## src/rtl/signed_arith_pkg.sv

```systemverilog
// Shared signed-arithmetic helpers: saturation bounds, sign extension and the
// wrap/saturate mode encoding used by the accumulator and later arithmetic blocks.
package signed_arith_pkg;

  typedef enum logic [0:0] {
    ARITH_WRAP = 1'b0,
    ARITH_SAT  = 1'b1
  } arith_mode_e;

  typedef struct packed {
    logic [63:0] max_v;
    logic [63:0] min_v;
  } sat_bounds_t;

  // Two's-complement limits of a signed value of the given width, held in 64 bits.
  function automatic sat_bounds_t sat_bounds(input int width);
    sat_bounds_t b;
    b.max_v = (64'd1 << (width - 1)) - 64'd1;
    b.min_v = ~b.max_v;
    return b;
  endfunction

  // Replicates bit from_w-1 up to bit to_w-1; bits at and above to_w are zero.
  function automatic logic [63:0] sext(input logic [63:0] value, input int from_w, input int to_w);
    logic [63:0] r;
    r = 64'd0;
    for (int i = 0; i < 64; i++) begin
      if (i < from_w) r[i] = value[i];
      else if (i < to_w) r[i] = value[from_w-1];
      else r[i] = 1'b0;
    end
    return r;
  endfunction

endpackage

```

## src/rtl/signed_block_accumulator_if.sv

```systemverilog
// Sample input and block-result output handshakes of signed_block_accumulator.
interface signed_block_accumulator_if #(
  parameter int WIDTH     = 8,
  parameter int ACC_WIDTH = 16
);
  logic                 in_valid;
  logic                 in_ready;
  logic [WIDTH-1:0]     in_data;
  logic                 clear;
  logic                 out_valid;
  logic                 out_ready;
  logic [ACC_WIDTH-1:0] out_sum;
  logic                 out_ovf;

  modport master (
    output in_valid, in_data, clear, out_ready,
    input  in_ready, out_valid, out_sum, out_ovf
  );

  modport slave (
    input  in_valid, in_data, clear, out_ready,
    output in_ready, out_valid, out_sum, out_ovf
  );
endinterface

```

## src/rtl/signed_sat_add.sv

```systemverilog
// Combinational signed adder with overflow detect and optional clamping to the
// WIDTH-bit signed range.
module signed_sat_add
  import signed_arith_pkg::*;
#(
  parameter int WIDTH    = 16,
  parameter int SATURATE = 1
) (
  input  logic signed [WIDTH-1:0] a,
  input  logic signed [WIDTH-1:0] b,
  output logic signed [WIDTH-1:0] sum,
  output logic                    ovf
);
  localparam sat_bounds_t      BOUNDS = sat_bounds(WIDTH);
  localparam logic [WIDTH-1:0] MAX_V  = BOUNDS.max_v[WIDTH-1:0];
  localparam logic [WIDTH-1:0] MIN_V  = BOUNDS.min_v[WIDTH-1:0];

  logic [WIDTH:0] wide_s;

  // One guard bit: the sum is out of range exactly when the top two bits differ.
  always_comb begin
    wide_s = {a[WIDTH-1], a} + {b[WIDTH-1], b};
    ovf    = (wide_s[WIDTH] != wide_s[WIDTH-1]);
    if (ovf && (SATURATE == int'(ARITH_SAT))) begin
      sum = wide_s[WIDTH] ? MIN_V : MAX_V;
    end else begin
      sum = wide_s[WIDTH-1:0];
    end
  end
endmodule

```

## src/rtl/signed_block_accumulator.sv

```systemverilog
// Sums each block of COUNT signed samples and holds one registered result per
// block, with a sticky per-block overflow flag.
module signed_block_accumulator
  import signed_arith_pkg::*;
#(
  parameter int WIDTH     = 8,
  parameter int ACC_WIDTH = 16,
  parameter int COUNT     = 4,
  parameter int SATURATE  = 1
) (
  input logic clk,
  input logic rst,
  signed_block_accumulator_if.slave bus
);
  localparam int              CNT_W    = (COUNT > 1) ? $clog2(COUNT) : 1;
  localparam logic [CNT_W-1:0] CNT_LAST = CNT_W'(COUNT - 1);

  logic signed [ACC_WIDTH-1:0] acc_r;
  logic signed [ACC_WIDTH-1:0] out_sum_r;
  logic signed [ACC_WIDTH-1:0] sample_ext_s;
  logic signed [ACC_WIDTH-1:0] step_sum_s;
  logic [CNT_W-1:0]            cnt_r;
  logic                        ovf_sticky_r;
  logic                        out_ovf_r;
  logic                        out_valid_r;
  logic                        step_ovf_s;
  logic                        last_s;
  logic                        in_ready_s;
  logic                        accept_s;

  // Handshake decode; a full block stalls only when its result has nowhere to go.
  always_comb begin
    last_s       = (cnt_r == CNT_LAST);
    in_ready_s   = !rst && !bus.clear && !(last_s && out_valid_r && !bus.out_ready);
    accept_s     = bus.in_valid && in_ready_s;
    sample_ext_s = ACC_WIDTH'(sext(64'(bus.in_data), WIDTH, ACC_WIDTH));
  end

  signed_sat_add #(
    .WIDTH    (ACC_WIDTH),
    .SATURATE (SATURATE)
  ) u_step_add (
    .a   (acc_r),
    .b   (sample_ext_s),
    .sum (step_sum_s),
    .ovf (step_ovf_s)
  );

  // Running block state: counter, partial sum and sticky overflow.
  always_ff @(posedge clk) begin
    if (rst || bus.clear) begin
      acc_r        <= '0;
      cnt_r        <= '0;
      ovf_sticky_r <= 1'b0;
    end else if (accept_s) begin
      if (last_s) begin
        acc_r        <= '0;
        cnt_r        <= '0;
        ovf_sticky_r <= 1'b0;
      end else begin
        acc_r        <= step_sum_s;
        cnt_r        <= cnt_r + CNT_W'(1);
        ovf_sticky_r <= ovf_sticky_r | step_ovf_s;
      end
    end else begin
      acc_r        <= acc_r;
      cnt_r        <= cnt_r;
      ovf_sticky_r <= ovf_sticky_r;
    end
  end

  // Result register; a completing block reloads it even while it is draining.
  always_ff @(posedge clk) begin
    if (rst) begin
      out_sum_r   <= '0;
      out_ovf_r   <= 1'b0;
      out_valid_r <= 1'b0;
    end else if (accept_s && last_s) begin
      out_sum_r   <= step_sum_s;
      out_ovf_r   <= ovf_sticky_r | step_ovf_s;
      out_valid_r <= 1'b1;
    end else if (out_valid_r && bus.out_ready) begin
      out_valid_r <= 1'b0;
    end else begin
      out_valid_r <= out_valid_r;
    end
  end

  assign bus.in_ready  = in_ready_s;
  assign bus.out_valid = out_valid_r;
  assign bus.out_sum   = out_sum_r;
  assign bus.out_ovf   = out_ovf_r;
endmodule
```

## src/flat_wrapper.sv

```systemverilog
// flat-port wrapper written by rule: the top's interface ports become plain ports
module signed_block_accumulator_flat import signed_arith_pkg::*;
#(
  parameter int WIDTH     = 8,
  parameter int ACC_WIDTH = 16,
  parameter int COUNT     = 4,
  parameter int SATURATE  = 1
)
  (clk, rst, bus_in_valid, bus_in_data, bus_clear, bus_out_ready, bus_in_ready, bus_out_valid, bus_out_sum, bus_out_ovf);
  signed_block_accumulator_if #(.WIDTH(WIDTH), .ACC_WIDTH(ACC_WIDTH)) bus_i ();
  input logic clk;
  input logic rst;
  input wire logic [$bits(bus_i.in_valid)-1:0] bus_in_valid;
  input wire logic [$bits(bus_i.in_data)-1:0] bus_in_data;
  input wire logic [$bits(bus_i.clear)-1:0] bus_clear;
  input wire logic [$bits(bus_i.out_ready)-1:0] bus_out_ready;
  output wire logic [$bits(bus_i.in_ready)-1:0] bus_in_ready;
  output wire logic [$bits(bus_i.out_valid)-1:0] bus_out_valid;
  output wire logic [$bits(bus_i.out_sum)-1:0] bus_out_sum;
  output wire logic [$bits(bus_i.out_ovf)-1:0] bus_out_ovf;
  assign bus_i.in_valid = bus_in_valid;
  assign bus_i.in_data = bus_in_data;
  assign bus_i.clear = bus_clear;
  assign bus_i.out_ready = bus_out_ready;
  assign bus_in_ready = bus_i.in_ready;
  assign bus_out_valid = bus_i.out_valid;
  assign bus_out_sum = bus_i.out_sum;
  assign bus_out_ovf = bus_i.out_ovf;
  signed_block_accumulator #(.WIDTH(WIDTH), .ACC_WIDTH(ACC_WIDTH), .COUNT(COUNT), .SATURATE(SATURATE)) u_core (.clk(clk), .rst(rst), .bus(bus_i));
endmodule
```

## config.mk

```make
export PLATFORM = sky130hd
export DESIGN_NAME = signed_block_accumulator_flat
export DESIGN_NICKNAME = d
export VERILOG_FILES = /design/src/rtl/signed_arith_pkg.sv /design/src/rtl/signed_block_accumulator_if.sv /design/src/rtl/signed_sat_add.sv /design/src/rtl/signed_block_accumulator.sv /design/src/flat_wrapper.sv
export SDC_FILE = /design/constraint.sdc
export NUM_CORES = 1
export LEC_CHECK = 0
export CAP_MARGIN = 20
export CORE_ASPECT_RATIO = 1.4
export CORE_UTILIZATION = 45
export DETAILED_ROUTE_END_ITERATION = 6
export PLACE_DENSITY = 0.71
export RECOVER_POWER = 100
export SYNTH_ARGS = -nofsm -noshare
export SYNTH_HDL_FRONTEND = slang
export SYNTH_SLANG_ARGS = --single-unit
```

## constraint.sdc

```tcl
create_clock -name clk -period 2.4 [get_ports clk]
set_input_delay 0.36 -clock clk [delete_from_list [all_inputs] [get_ports clk]]
set_output_delay 0.36 -clock clk [all_outputs]
set_load 0.03 [all_outputs]
```

==> reports/metrics.yaml, run 1 <==
holdWs_ns: 0.460
core_area_sq_mm: 0.00464
num_vias: 2209
vias_per_cell: 5.50
slowest_delay_ns: 0.37
routabilityCongestion: 0.790
ant_nets: 0
slew_headroom_pct: 66.1
clk_latency_ns: 0.29
drtIter0Drc: 102
wl_met3_um: 203
arrival_ns: 2.77
synth_edf_count: 0
rrSetupSlack_ns: -0.15
finalSetupTns_ns: -2.16
yosysTopAreaCell: "dfxtp_1"
post-route-period-util_pct: 106
synth_area_per_cell_sq_um: 8.52
yosysMostFrequentCell: "dfxtp_1"
fin_util_pct: 73.5
synth_mux_area_share_pct: 0
synthTopCellsByArea: "dfxtp_1 (33%), ha_1 (9.6%), maj3_1 (5.4%)"
cts_root_buf: "clkbuf_8"
drt_drc_violations_left: 0
drv_cap: 0
highest_layer: "met4"
layout_setup_ws_ns: -0.147
hold_viol_final: 0
slew_violations: 0
cts_tree: "yes"
timing.fmax_mhz: 393
synth_top_cell_area_share_pct: 33.3
required_ns: 2.62
antenna_found_initial: 0
crit_top_cell: "o21ai_4"
critPathKind: "register to register"
p_leak_nw: 1.39
synthesis.area_sq_mm: 0.00222
setup-violations-final: 30
fin_crit_ns: 2.55
io_pins: 32
wl_per_cell_um: 16.3
io_buffers: 31
synth_top_family_by_area: "compound AO/OA/AOI/OAI gates"
netlist_instances: 261
yosysUniqueCellTypes: 46
post-dp-hpwl_um: 4050
crit_slowest_cell: "dfxtp_2"
cts_buffers: 5
ys.flop_type: "dfxtp_1"
finalClockSkew_ns: 0.00810
hp-class: "register to register"
synthAdderAreaFrac_pct: 17.4
fin_nets: 370
grt_pass1_vias: 2231
n_antenna_cell: 0
crit_fanout: 4
synthTopCellsByCount: "dfxtp_1 (37), nand2_1 (30), nor2_1 (27), ha_1 (17)"
yosys.area_share.simple_pct: 19.3
drive_gt1_share_pct: 39.4
p_per_area_mw_per_mm2: 446
syn2layout_area_growth_pct: 53.4
fillers: 350
ys_ff_latch: 37
grt_first_pass_wirelength_um: 10000
synth_compound_area_share_pct: 21.8
yosysSeqAreaShare_pct: 33.3
yosys_warnings: 0
cts_num_sinks: 37
start_kind: "register"
clk_pin_slew_worst_paths_ns: 0.08
power_mw: 1.52
tightest_slew_ns: 0.509
clk_path_buf_depth: 2
irDropWorstVdd_mv: 0.380
ctsHoldBuffers: 0
start_util_pct: 47.9
wl_met2_um: 3550
violations: "negative setup slack"
firstDrtPassIters: 4
postRouteWirelength_um: 6540
die_h_um: 85.2
crit_chain: "ha_4 > inv_2 > fa_2 > nor2b_4 > o2111ai_4 > nand3_2 > a21oi_2 > o21ai_4 > o21ai_4 > buf_4 > maj3_2 > o21ai_2"
async_flop_share_pct: 0
crit_path_end_kind: "register"
grt_usage_pct: 25.5
status: "finished with violations"
core.rowCount: 29
synth_xor_area_share_pct: 5.06
dieWidth_um: 61.4
fp.dieArea_sq_mm: 0.00523
overflow: 0
grt_max_degree: 31
cts.htree.levels: 2
wl_met1_um: 2520
grt_setup_unrepaired: "yes"
syn-num-nets: 292
## worst max-delay path: cells and delay by family, from the launching register on
family | cells | cell delay [ns]
adder cells (fa/ha/maj) | 3 | 0.84
buffers and inverters | 2 | 0.20
AND/OR/NAND/NOR | 2 | 0.28
AO/OA/AOI/OAI | 5 | 0.79
flip-flops | 1 | 0.37
## repair_timing
item | 4_1_cts | 5_1_grt
pin swaps | 12 | 11
endpoints found under the setup margin | 34 | 34
cloned | 2 | 0
resized for setup | 44 | 22
buffers inserted | 3 | 1
## placed cells by master (no fill, tap or decap), types with 3 or more instances in the layout
cell,n
buf_4,44
dfxtp_1,34
nand2_1,30
nor2_1,27
dlygate4sd3_1,19
maj3_2,14
a211oi_2,14
a21oi_1,9
o21ai_1,9
o21ai_2,9
ha_1,9
ha_4,8
nand3_1,7
xor2_1,7
a21oi_2,6
clkbuf_8,6
inv_1,5
nor3_1,5
dlygate4sd2_1,5
a21o_1,4
o21ai_4,4
clkdlybuf4s50_1,4
and2_1,3
nand2b_1,3
xnor2_1,3
nor2b_1,3
buf_6,3
dfxtp_2,3
## layer usage
| metal | track usage [%] | vias up |
|---|---|---|
| li1 | - | 1087 |
| met1 | 28.9 | 1036 |
| met2 | 46.4 | 63 |
| met3 | 3.51 | 23 |
| met4 | 9.49 | 0 |
| met5 | 0 | - |
## registers in the layout (all words and copies together) (netlist names)
| signal | cells |
|---|---|
| u_core.bus.out_valid | 1 |
| u_core.bus.out_ovf | 1 |
| u_core.acc_r | 16 |
| u_core.ovf_sticky_r | 1 |
| u_core.bus.out_sum | 16 |
| u_core.cnt_r | 2 |
## logic make-up (layout without fill, tap and decap cells)
group	after synthesis	after routing
AND/OR/NAND/NOR	93	93
adder cells (fa/ha/maj)	33	33
XOR/XNOR	12	12
flip-flops	37	37
buffers and inverters	17	94
AO/OA/AOI/OAI	69	71
## power breakdown
group          leakage [nW]  switching (mW)  internal [mW]
Sequential            0.300         0.00446          0.619
Combinational          1.04           0.169          0.156
Clock                0.0574           0.234          0.338
Total                  1.39           0.408           1.11
## worst paths after layout
path	from	end	cells after the start
setup reg to reg	u_core.acc_r[0]$_SDFFE_PP0P_	u_core.bus.out_sum[13]$_SDFFE_PP0P_	12
setup / recovery	u_core.acc_r[0]$_SDFFE_PP0P_	u_core.bus.out_sum[13]$_SDFFE_PP0P_	12
hold / removal	u_core.bus.out_sum[15]$_SDFFE_PP0P_	u_core.bus.out_sum[15]$_SDFFE_PP0P_	2
hold reg to reg	u_core.bus.out_sum[15]$_SDFFE_PP0P_	u_core.bus.out_sum[15]$_SDFFE_PP0P_	2
## area by class of cell
class	count	area, sq um	area share [%]
Clock buffer	6	82.6	2.42
Clock inverter	2	37.5	1.10
Inverter	6	22.5	0.660
Multi-Input combinational cell	209	1770	51.7
Sequential cell	37	744	21.8
Tap cell	62	77.6	2.27
Timing Repair Buffer	80	682	20.0
## stage by stage
| step | instances | worst slack [ns] | cell area [sq um] |
|---|---|---|---|
| 3_5_place_dp | 388 | -0.815 | 2990 |
| 3_3_place_gp | 388 | -0.721 | 2990 |
| 4_1_cts | 401 | -0.0267 | 3310 |
| 2_1_floorplan | 261 | 0.00295 | 2320 |
| 6_report | 402 | -0.147 | 3410 |
| 5_1_grt | 402 | -0.226 | 3410 |
No activity file was read; power rests on OpenSTA's default activity.
==> run 2, diff against run 1 <==
--- a/config.mk
+++ b/config.mk
@@ -10,7 +10,7 @@
 export CORE_UTILIZATION = 45
 export DETAILED_ROUTE_END_ITERATION = 6
 export PLACE_DENSITY = 0.71
-export RECOVER_POWER = 100
+export RECOVER_POWER = 50
 export SYNTH_ARGS = -nofsm -noshare
 export SYNTH_HDL_FRONTEND = slang
 export SYNTH_SLANG_ARGS = --single-unit
==> run 2 against run 1 <==
  * The flow still finishes with violations (negative setup slack)
  * Critical path depth unchanged
  * Register-to-register slack about the same
  * Design area up 0.18%
  * Clock-buffer cell count unchanged
  * Critical endpoint unchanged
  * Non-clock buffer count unchanged
  * Sequential power about the same
  * Global-route usage unchanged
  * Clock skew down 0.00085 ns
  * Hold slack better by 0.0038 ns
  * Total power about the same
==> reports/metrics.yaml, run 2 (synthesis results as in run 1) <==
p_per_area_mw_per_mm2: 445
finalClockSkew_ns: 0.00724
grt_usage_pct: 25.5
io_pins: 32
cts_buffers: 5
hold_viol_final: 0
crit_path_end_kind: "register"
drv_cap: 0
routabilityCongestion: 0.790
final_cell_mix: "buf_4 (46), dfxtp_1 (34), nand2_1 (30)"
clk_latency_ns: 0.29
setup-violations-final: 29
cts_root_buf: "clkbuf_8"
clk_path_buf_depth: 2
grt_first_pass_wirelength_um: 10000
hp-class: "register to register"
grt_max_degree: 31
drtIter0Drc: 111
syn2layout_area_growth_pct: 53.7
status: "finished with violations"
dpl.cell_count: 388
start_util_pct: 47.9
num_vias: 2211
drive_gt1_share_pct: 39.7
arrival_ns: 2.77
postRouteWirelength_um: 6530
drt_drc_violations_left: 0
tightest_slew_ns: 0.363
multi_input_area_sq_mm: 0.00177
cts_num_sinks: 37
power_mw: 1.52
core.rowCount: 29
slew_headroom_pct: 75.8
antenna_found_initial: 0
post-dp-hpwl_um: 4050
seq_area_sq_um: 744
timing.fmax_mhz: 392
core_area_sq_mm: 0.00464
io_buffers: 31
fillers: 347
die_h_um: 85.2
post-route-period-util_pct: 106
slew_violations: 0
wl_per_cell_um: 16.3
required_ns: 2.62
fin_nets: 370
crit_fanout: 4
place_ws_ns: -0.815
layout_setup_ws_ns: -0.149
finalSetupTns_ns: -2.10
irDropWorstVdd_mv: 0.380
critPathKind: "register to register"
start_kind: "register"
ant_nets: 0
cts_tree: "yes"
place_area_sq_mm: 0.00299
final_cells: 402
grt_pass1_vias: 2231
dieWidth_um: 61.4
overflow: 0
fin_crit_ns: 2.55
grt_setup_unrepaired: "yes"
clk_pin_slew_worst_paths_ns: 0.08
final_common_cell: "buf_4"
cts.htree.levels: 2
violations: "negative setup slack"
firstDrtPassIters: 4
fp.dieArea_sq_mm: 0.00523
final_area_sq_mm: 0.00342
p_leak_nw: 1.37
n_antenna_cell: 0
vias_per_cell: 5.50
run 2: cell types whose count changed in the layout (fill, tap and decap cells not counted), sizes merged:
cell,delta
clkdlybuf4s50,+9
dlygate4sd3,-9
buf,+2
clkbuf,-2
run 2: layout make-up:
class | count | area share [%]
clock buffer | 6 | 2.42
clock inverter | 2 | 1.10
inverter | 6 | 0.659
multi-input combinational | 209 | 51.6
sequential | 37 | 21.8
tap | 62 | 2.27
timing repair buffer | 80 | 20.1
run 2: metrics by stage:
step / hold WS (ns) / utilization [%]
after detailed placement: 0.453 / 64.4
final: 0.464 / 73.6
after global routing: 0.487 / 73.6
after CTS: 0.464 / 71.4
after floorplan: 0.429 / -
after global placement: 0.443 / 64.4
run 2: critical path, stage by stage, from the launching register on:
cell	delay (ns)
dfxtp_2	0.37
ha_4	0.15
inv_2	0.04
fa_2	0.36
nor2b_4	0.16
o2111ai_4	0.13
nand3_2	0.12
a21oi_2	0.09
o21ai_4	0.30
o21ai_4	0.15
buf_4	0.16
maj3_2	0.33
o21ai_2	0.12
run 2: final timing paths:
path                                       startpoint                                  end  slack, ns  cells past startpoint
setup / recovery         u_core.acc_r[0]$_SDFFE_PP0P_  u_core.bus.out_sum[13]$_SDFFE_PP0P_      -0.15                     12
hold / removal    u_core.bus.out_sum[15]$_SDFFE_PP0P_  u_core.bus.out_sum[15]$_SDFFE_PP0P_       0.46                      2
setup reg to reg         u_core.acc_r[0]$_SDFFE_PP0P_  u_core.bus.out_sum[13]$_SDFFE_PP0P_      -0.15                     12
hold reg to reg   u_core.bus.out_sum[15]$_SDFFE_PP0P_  u_core.bus.out_sum[15]$_SDFFE_PP0P_       0.46                      2
run 2: power by group:
part	total, mW	switching, mW	internal, mW
combinational	0.326	0.169	0.157
sequential	0.623	0.00448	0.619
clock	0.571	0.233	0.338
total	1.52	0.407	1.11
run 2: repair_timing:
action,4_1_cts,5_1_grt
setup buffers,3,1
pin swaps,12,11
cloned,2,0
hold buffers,0,0
gates resized for setup,44,22
endpoints found under the setup margin,34,34
run 2: layer usage:
layer | up-vias | wire (um) | global-route usage [%]
li1 | 1087 | - | -
met1 | 1045 | 2520 | 28.9
met2 | 55 | 3550 | 46.4
met3 | 24 | 194 | 3.51
met4 | 0 | 274 | 9.49
met5 | - | 0 | 0
==> run 3, diff against run 2 <==
--- a/config.mk
+++ b/config.mk
@@ -5,11 +5,12 @@
 export SDC_FILE = /design/constraint.sdc
 export NUM_CORES = 1
 export LEC_CHECK = 0
+export ABC_AREA = 1
 export CAP_MARGIN = 20
 export CORE_ASPECT_RATIO = 1.4
 export CORE_UTILIZATION = 45
 export DETAILED_ROUTE_END_ITERATION = 6
-export PLACE_DENSITY = 0.71
+export PLACE_DENSITY = 0.7
 export RECOVER_POWER = 50
 export SYNTH_ARGS = -nofsm -noshare
 export SYNTH_HDL_FRONTEND = slang
==> run 3 against run 2 <==
  * The flow now finishes without violations
  * Register-to-register slack better by 0.30 ns
  * Largest cell class unchanged
  * First-iteration DRC count is 31% lower
  * Critical path type is now input pin to output pin
  * Hold slack better by 0.015 ns
==> reports/metrics.yaml, run 3 <==
status: "finished clean"
yosysSeqAreaShare_pct: 30.1
hp-class: "register to register"
cts_root_buf: "clkbuf_8"
holdWs_ns: 0.479
ff2ff_path_depth: 17
grt_usage_pct: 22.4
drtIter0Drc: 77
wl_per_cell_um: 13.8
n_antenna_cell: 0
synthTopCellsByCount: "nand2_1 (121), inv_1 (45), dfxtp_1 (37), a21oi_1 (30), ha_1 (17)"
postRouteWirelength_um: 6920
cts_num_sinks: 37
io_pins: 32
crit_fanout: 3
rrSetupSlack_ns: 0.15
routabilityCongestion: 0.868
fin_nets: 466
die_h_um: 89.5
drt_drc_violations_left: 0
required_ns: 2.04
synth_top_cell_area_share_pct: 30.1
clk_latency_ns: 0.29
grt_first_pass_wirelength_um: 10100
netlist_instances: 361
cts_tree: "yes"
start_util_pct: 47.0
ys.flop_type: "dfxtp_1"
ys_ff_latch: 37
firstDrtPassIters: 4
tightest_slew_ns: 0.475
dieWidth_um: 64.5
p_leak_nw: 1.82
r2r-end: "u_core.bus.out_sum[5]$_SDFFE_PP0P_"
cp-endpoint: "bus_in_ready"
overflow: 0
finalSetupTns_ns: 0
yosysUniqueCellTypes: 36
syn-num-nets: 392
clk_path_buf_depth: 2
post-dp-hpwl_um: 4520
final_common_cell: "nand2_1"
synth_area_per_cell_sq_um: 6.82
critPathLaunch: "rst"
grt_max_degree: 21
async_flop_share_pct: 0
slew_headroom_pct: 68.1
core.rowCount: 31
finalClockSkew_ns: 0.00997
grt_pass1_vias: 2274
yosysTopAreaCell: "dfxtp_1"
arrival_ns: 1.92
core_area_sq_mm: 0.00524
slew_violations: 0
drive_gt1_share_pct: 26.6
fp.dieArea_sq_mm: 0.00577
drv_cap: 0
irDropWorstVdd_mv: 0.460
vias_per_cell: 5.17
critPathKind: "input pin to output pin"
yosysMostFrequentCell: "nand2_1"
cts_buffers: 5
num_vias: 2593
hold_path_startpoint: "u_core.acc_r[0]$_SDFFE_PP0P_"
setup-violations-final: 0
fin_crit_ns: 2.28
clk_pin_slew_worst_paths_ns: 0.08
start_kind: "input pin"
post-route-period-util_pct: 95.1
syn2layout_area_growth_pct: 43.7
yosys_warnings: 0
timing.fmax_mhz: 438
io_buffers: 31
final_cell_mix: "nand2_1 (98), inv_1 (44), buf_4 (39)"
antenna_found_initial: 0
synthTopCellsByArea: "dfxtp_1 (30%), nand2_1 (18%), ha_1 (8.6%)"
ant_nets: 0
reg2reg_from: "u_core.acc_r[0]$_SDFFE_PP0P_"
p_per_area_mw_per_mm2: 390
crit_path_end_kind: "output pin"
hold_viol_final: 0
synth_edf_count: 0
synthesis.area_sq_mm: 0.00246
cts.htree.levels: 2
run 3: cell types whose count changed in the layout (fill, tap and decap cells not counted), sizes merged, moves of 9 or more:
| cell | previous run | this run |
|---|---|---|
| nand2 | 30 | 131 |
| inv | 6 | 49 |
| a211oi | 17 | 0 |
| a21oi | 15 | 32 |
| maj3 | 15 | 0 |
| o21bai | 1 | 16 |
| nor2 | 27 | 13 |
| buf | 51 | 42 |
run 3: cell families (layout without fill, tap and decap cells):
family | after synthesis | in the layout | share of synthesized area [%]
buffers and inverters | 59 | 131 | 10.1
AO/OA/AOI/OAI | 70 | 70 | 16.9
XOR/XNOR | 9 | 9 | 3.20
flip-flops | 37 | 37 | 30.1
AND/OR/NAND/NOR | 168 | 171 | 30.3
adder cells (fa/ha/maj) | 18 | 18 | 9.46
run 3: worst min-delay path by stage:
stage / slack, ns / depth (start not counted) / end
after floorplan: 0.43 / 1 / u_core.bus.out_valid$_SDFFE_PP0P_
after global placement: 0.46 / 2 / u_core.acc_r[2]$_SDFFE_PP0P_
after detailed placement: 0.46 / 2 / u_core.acc_r[0]$_SDFFE_PP0P_
after CTS: 0.47 / 2 / u_core.acc_r[0]$_SDFFE_PP0P_
after global routing: 0.50 / 2 / u_core.acc_r[2]$_SDFFE_PP0P_
final: 0.48 / 2 / u_core.acc_r[0]$_SDFFE_PP0P_
run 3: area by class of cell:
type                            instances  area [sq um]
Sequential cell                        37           741
Fill cell                             449          1700
Timing Repair Buffer                   73           651
Clock buffer                            6          72.6
Multi-Input combinational cell        268          1790
Tap cell                               66          82.6
Inverter                               50           188
Clock inverter                          2          10.0
run 3: metal layers:
metal  global-route usage (%)  part of all wire (%)  vias up
met5                        0                     0        -
met4                     7.47                   1.8        0
met3                     2.68                   3.4       11
met2                     40.8                    53       68
met1                     27.2                    42     1202
li1                         -                     -     1312
run 3: what timing repair did:
action,4_1_cts,5_1_grt
gates cloned,1,3
hold buffers,0,0
gates resized for setup,3,64
pin swaps,2,17
buffers inserted,0,5
setup endpoints to repair,18,32
run 3: critical path, stage by stage:
cell	delay, ns
clkdlybuf4s50_1	0.48
nor2_4	0.14
inv_2	0.05
a31oi_2	0.18
clkdlybuf4s50_1	0.71
run 3: metrics by stage:
step | utilization (%) | cell area, sq um | std cells | total power [mW] | worst slack (ns)
after floorplan | - | 2460 | 361 | 0.794 | 0.302
after global placement | 58.5 | 3060 | 485 | 0.884 | -0.296
after detailed placement | 58.5 | 3060 | 485 | 0.888 | -0.333
after CTS | 60.5 | 3170 | 494 | 1.31 | -0.0257
after global routing | 67.6 | 3540 | 502 | 1.44 | -0.00771
final | 67.6 | 3540 | 502 | 1.38 | 0.119
run 3: where the power goes:
| group | switching (mW) | internal [mW] |
|---|---|---|
| Clock | 0.225 | 0.201 |
| Sequential | 0.00439 | 0.619 |
| Combinational | 0.189 | 0.139 |
| Total | 0.419 | 0.959 |
==> RTL edit 1 (flow settings as in run 3) <==
`ACC_WIDTH` is set to 16 in 3 places; all go to 20.
--- a/src/rtl/signed_block_accumulator_if.sv
+++ b/src/rtl/signed_block_accumulator_if.sv
@@ -1,7 +1,7 @@
 // Sample input and block-result output handshakes of signed_block_accumulator.
 interface signed_block_accumulator_if #(
   parameter int WIDTH     = 8,
-  parameter int ACC_WIDTH = 16
+  parameter int ACC_WIDTH = 20
 );
   logic                 in_valid;
   logic                 in_ready;
--- a/src/rtl/signed_block_accumulator.sv
+++ b/src/rtl/signed_block_accumulator.sv
@@ -4,7 +4,7 @@
   import signed_arith_pkg::*;
 #(
   parameter int WIDTH     = 8,
-  parameter int ACC_WIDTH = 16,
+  parameter int ACC_WIDTH = 20,
   parameter int COUNT     = 4,
   parameter int SATURATE  = 1
 ) (
--- a/src/flat_wrapper.sv
+++ b/src/flat_wrapper.sv
@@ -2,7 +2,7 @@
 module signed_block_accumulator_flat import signed_arith_pkg::*;
 #(
   parameter int WIDTH     = 8,
-  parameter int ACC_WIDTH = 16,
+  parameter int ACC_WIDTH = 20,
   parameter int COUNT     = 4,
   parameter int SATURATE  = 1
 )
Interface: changed (resized bus_out_sum); port bits go from 32 to 36. The function was not compared with the original's and may differ.
==> RTL edit 1 against run 3 <==
- sequential cell count rose by 8
- routed wire length up 37%
- sequential power is 22% higher
- clock power increased by 4%
- setup slack worse by 0.017 ns
- cell area is 28% higher
- core utilization down 2.3 points
- synthesized area up 30%
- global-route usage increased by 4.0 points
- power grew 18%
- largest cell class unchanged
==> RTL edit 1: results (changes against run 3) <==
DR WL/cell: 14.0 um (was 13.8 um)
total wire length: 9.49 mm (was 6.92 mm)
post-synthesis instance total: 475 (was 361)
r2r endpoint: u_core.bus.out_sum[16] (was u_core.bus.out_sum[5])
Final Wtd Congestion: 0.936 (was 0.868)
crit end category: flop (was output pin)
worst slew pin tran: 0.565 ns (was 0.475 ns)
dpl hpwl: 6.78 mm (was 4.52 mm)
final setup margin: 0.101 ns (was 0.119 ns)
vias in the first global route: 3322 (was 2274)
outcome: complete, no violations (unchanged)
crit path max fanout: 7 (was 3)
DR pass1 iterations: 5 (was 4)
Setup Skew: 0.00584 ns (was 0.00997 ns)
Fill cells: 647 (was 449)
complex-gate fraction of the synthesized area: 16.4% (was 16.9%)
post-synthesis cell type count: 34 (was 36)
worst vdd rail ir drop: 0.424 mV (was 0.460 mV)
dpl cells: 662 (was 485)
I/O Buffers: 35 (was 31)
Sw Ratio: 29.9% (was 30.4%)
# nets final: 618 (was 466)
most frequent cells after synthesis: nand2_1, inv_1, dfxtp_1, a21oi_1, o21ai_0 (was nand2_1, inv_1, dfxtp_1, a21oi_1, ha_1)
power per cell area: 361 nW/um^2 (was 390 nW/um^2)
syn nets: 510 (was 392)
Area contributors post-synth: dfxtp_1, nand2_1, ha_1 (unchanged)
Post-Synth XOR/XNOR Area: 3.83% (was 3.20%)
crit-path max cell delay: 0.48 ns (was 0.71 ns)
DRT iter0 DRCs: 149 (was 77)
gr usage total: 26.5% (was 22.4%)
post-synthesis sequential area ratio: 28.1% (was 30.1%)
worst min-delay path endpoint: u_core.cnt_r[1] (was u_core.acc_r[0])
adder-cell share of the synthesized area: 8.82% (was 9.46%)
P_comb: 0.000428 W (was 0.000328 W)
register-to-register setup slack: 0.13 ns (was 0.15 ns)
HP Start: u_core.cnt_r[1] (was u_core.acc_r[0])
Setup crit start: bus_in_data[2] (was rst)
Setup WS pre-CTS: -0.458 ns (was -0.333 ns)
share of cells above drive strength 1: 27.5% (was 26.6%)
Seq. pwr: 0.000758 W (was 0.000623 W)
==> RTL edit 1: final cells by class <==
| type | count | area share (%) |
|---|---|---|
| tap | 95 | 2.63 |
| timing repair buffer | 117 | 23.2 |
| sequential | 45 | 19.9 |
| multi-input combinational | 356 | 47.9 |
| inverter | 58 | 4.81 |
| clock inverter | 1 | 0.111 |
| clock buffer | 5 | 1.52 |
==> RTL edit 1: through the flow <==
stage / setup TNS (ns) / util [%] / area, um^2
final: 0 / 65.3 / 4530
after global routing: -0.00543 / 65.3 / 4530
after CTS: -0.00181 / 62.5 / 4330
after detailed placement: -15.26 / 59.4 / 4120
after global placement: -15.06 / 59.4 / 4120
after floorplan: 0 / - / 3210
==> RTL edit 1: repair_timing <==
| action | 4_1_cts | 5_1_grt |
|---|---|---|
| gates resized for setup | 18 | 34 |
| buffers inserted | 0 | 6 |
| pin swaps | 0 | 17 |
| endpoints found under the hold margin | 0 | 0 |
| gates cloned | 1 | 2 |
| endpoints found under the setup margin | 39 | 40 |
==> RTL edit 1: worst register-to-register path: cells and delay by family (launching register included) <==
family / cells / cell delay, ns
flops: 1 / 0.35
fa+ha+maj: 2 / 0.53
compound gates: 1 / 0.18
simple gates: 9 / 0.73
buf+inv: 4 / 0.36
==> RTL edit 1: cells by family (layout without fill, tap and decap cells) <==
logic type                 count (synthesis)  in the layout
AOI/OAI and AO/OA                         88             88
xor gates and xnor gates                  14             14
adders and majority gates                 22             22
buffers and inverters                     74            181
DFF                                       45             45
and+or+nand+nor                          232            232
==> RTL edit 1: metal layers <==
metal | routed length (um) | global-route usage (%) | part of all wire [%]
met1 | 4050 | 32.5 | 43
met4 | 289 | 10.8 | 3.0
met2 | 4800 | 46.2 | 51
met3 | 354 | 3.55 | 3.7
met5 | 0 | 0 | 0
==> RTL edit 2 (config.mk and constraints of run 3) <==
Made on the original files. Make the reset (`rst`) asynchronous in one clocked block.
--- a/src/rtl/signed_block_accumulator.sv
+++ b/src/rtl/signed_block_accumulator.sv
@@ -70,7 +70,7 @@
   end
 
   // Result register; a completing block reloads it even while it is draining.
-  always_ff @(posedge clk) begin
+  always_ff @(posedge clk or posedge rst) begin
     if (rst) begin
       out_sum_r   <= '0;
       out_ovf_r   <= 1'b0;
Check against the original RTL: differs if rst is asserted again (counterexample within 10 cycles, from zero or initial values and one cycle with rst high); with rst held inactive, the same outputs for 10 cycles.
==> RTL edit 2 against run 3 <==
- the flow now finishes with violations (DRC)
- synthesized cell count rose by 0.28%
- via count is 1.0% lower
- clock power grew 7.0%
- core utilization fell by 2.0 points
- setup slack improved by 0.036 ns
- cell area grew 1.6%
- synthesized area up 3.3%
- power rose by 3.7%
- register-to-register slack better by 0.08 ns
- cell count grew 1.2%
- sequential cell count is the same
- routed wire length increased by 3.3%
- clock skew barely moved
- combinational power increased by 4%
- critical path type is now in -> reg
- critical endpoint is now u_core.bus.out_sum[11]
- highest routed layer unchanged
==> RTL edit 2: results (changes against run 3) <==
post-synthesis sequential area ratio: 32.7% (was 30.1%)
routed vias/inst: 5.05 (was 5.17)
CTS-repair resized insts: 5 (was 3)
most frequent cells after synthesis: nand2_1, inv_1, nand2_2, a21oi_1, dfxtp_1 (was nand2_1, inv_1, dfxtp_1, a21oi_1, ha_1)
Area contributors post-synth: nand2_1, dfrtp_1, dfxtp_1 (was dfxtp_1, nand2_1, ha_1)
leak pwr: 1.90 nW (was 1.82 nW)
critical path arrival: 2.42 ns (was 1.92 ns)
crit-path max cell delay: 0.41 ns (was 0.71 ns)
CTS Buf Count: 5 (unchanged)
failing checks: DRC
ys async rst share: 48.6% (was 0%)
vias in the first global route: 2499 (was 2274)
Final Wtd Congestion: 0.860 (was 0.868)
combinational share of power: 24.0% (was 23.8%)
final setup margin: 0.155 ns (was 0.119 ns)
outcome: complete, but fails checks (was complete, no violations)
DRT iter0 DRCs: 157 (was 77)
total wire length: 7.14 mm (was 6.92 mm)
register-to-register setup slack: 0.23 ns (was 0.15 ns)
I/O Buffers: 31 (unchanged)
NetSw: 0.000427 W (was 0.000419 W)
share of cells above drive strength 1: 31.6% (was 26.6%)
delay-heaviest family, CP: simple AND/OR/NAND/NOR gates (was buffers and inverters)
post-synthesis cell type count: 33 (was 36)
gr usage total: 24.1% (was 22.4%)
Clk power: 0.000457 W (was 0.000427 W)
post-route DRC violation count: 2 (was 0)
P_int: 0.00100 W (was 0.000959 W)
syn nets: 393 (was 392)
# nets final: 471 (was 466)
DR pass1 iterations: 6 (was 4)
dpl hpwl: 4.83 mm (was 4.52 mm)
==> RTL edit 2: cell types whose count changed in the layout (fill, tap and decap cells not counted), sizes merged, moves of 12 or more <==
cell    change
nand2      +52
inv        -12
o21bai     -13
o21ai      -16
dfxtp      -18
dfrtp      +18
==> RTL edit 2: stage by stage <==
step | instances | hold WS [ns] | instance area, um^2 | TNS, ns
global placement | 495 | 0.458 | 3210 | -8.80
finish | 508 | 0.469 | 3590 | 0
global route | 508 | 0.496 | 3590 | 0
CTS | 503 | 0.477 | 3330 | 0
detailed placement | 495 | 0.465 | 3210 | -9.80
floorplan | 362 | 0.299 | 2540 | 0
==> RTL edit 2: worst paths after layout <==
path                                          end  cells after the start
setup / recovery           u_core.bus.out_sum[11]                     14
hold / removal                 u_core.bus.out_ovf                      2
setup reg to reg           u_core.bus.out_sum[11]                     16
hold reg to reg                u_core.bus.out_ovf                      2
max in group asynchronous   u_core.bus.out_sum[7]                      2
min in group asynchronous   u_core.bus.out_sum[1]                      2
==> RTL edit 2: cells by family after synthesis <==
logic type      synth area share [%]
compound gates                  9.40
xor+xnor                        3.10
fa+ha+maj                       9.16
buf+inv                         7.83
flops                           32.7
simple gates                    37.8
==> RTL edit 2: metal layers <==
layer / track usage (%) / wire, um
met1: 30.4 / 3010
met2: 40.5 / 3730
met3: 2.90 / 186
met4: 9.78 / 213
met5: 0 / 0
==> RTL edit 2: tightest hold or removal path: stages (launching register included) <==
cell and delay, ns:
dfrtp_1 0.34, nand2_1 0.05, nand2_1 0.05
==> RTL edit 2: area by class of cell <==
class | count | area (um^2)
fill | 446 | 1890
inverter | 38 | 143
timing repair buffer | 77 | 689
clock buffer | 7 | 86.3
multi-input combinational | 281 | 1760
tap | 68 | 85.1
sequential | 37 | 831
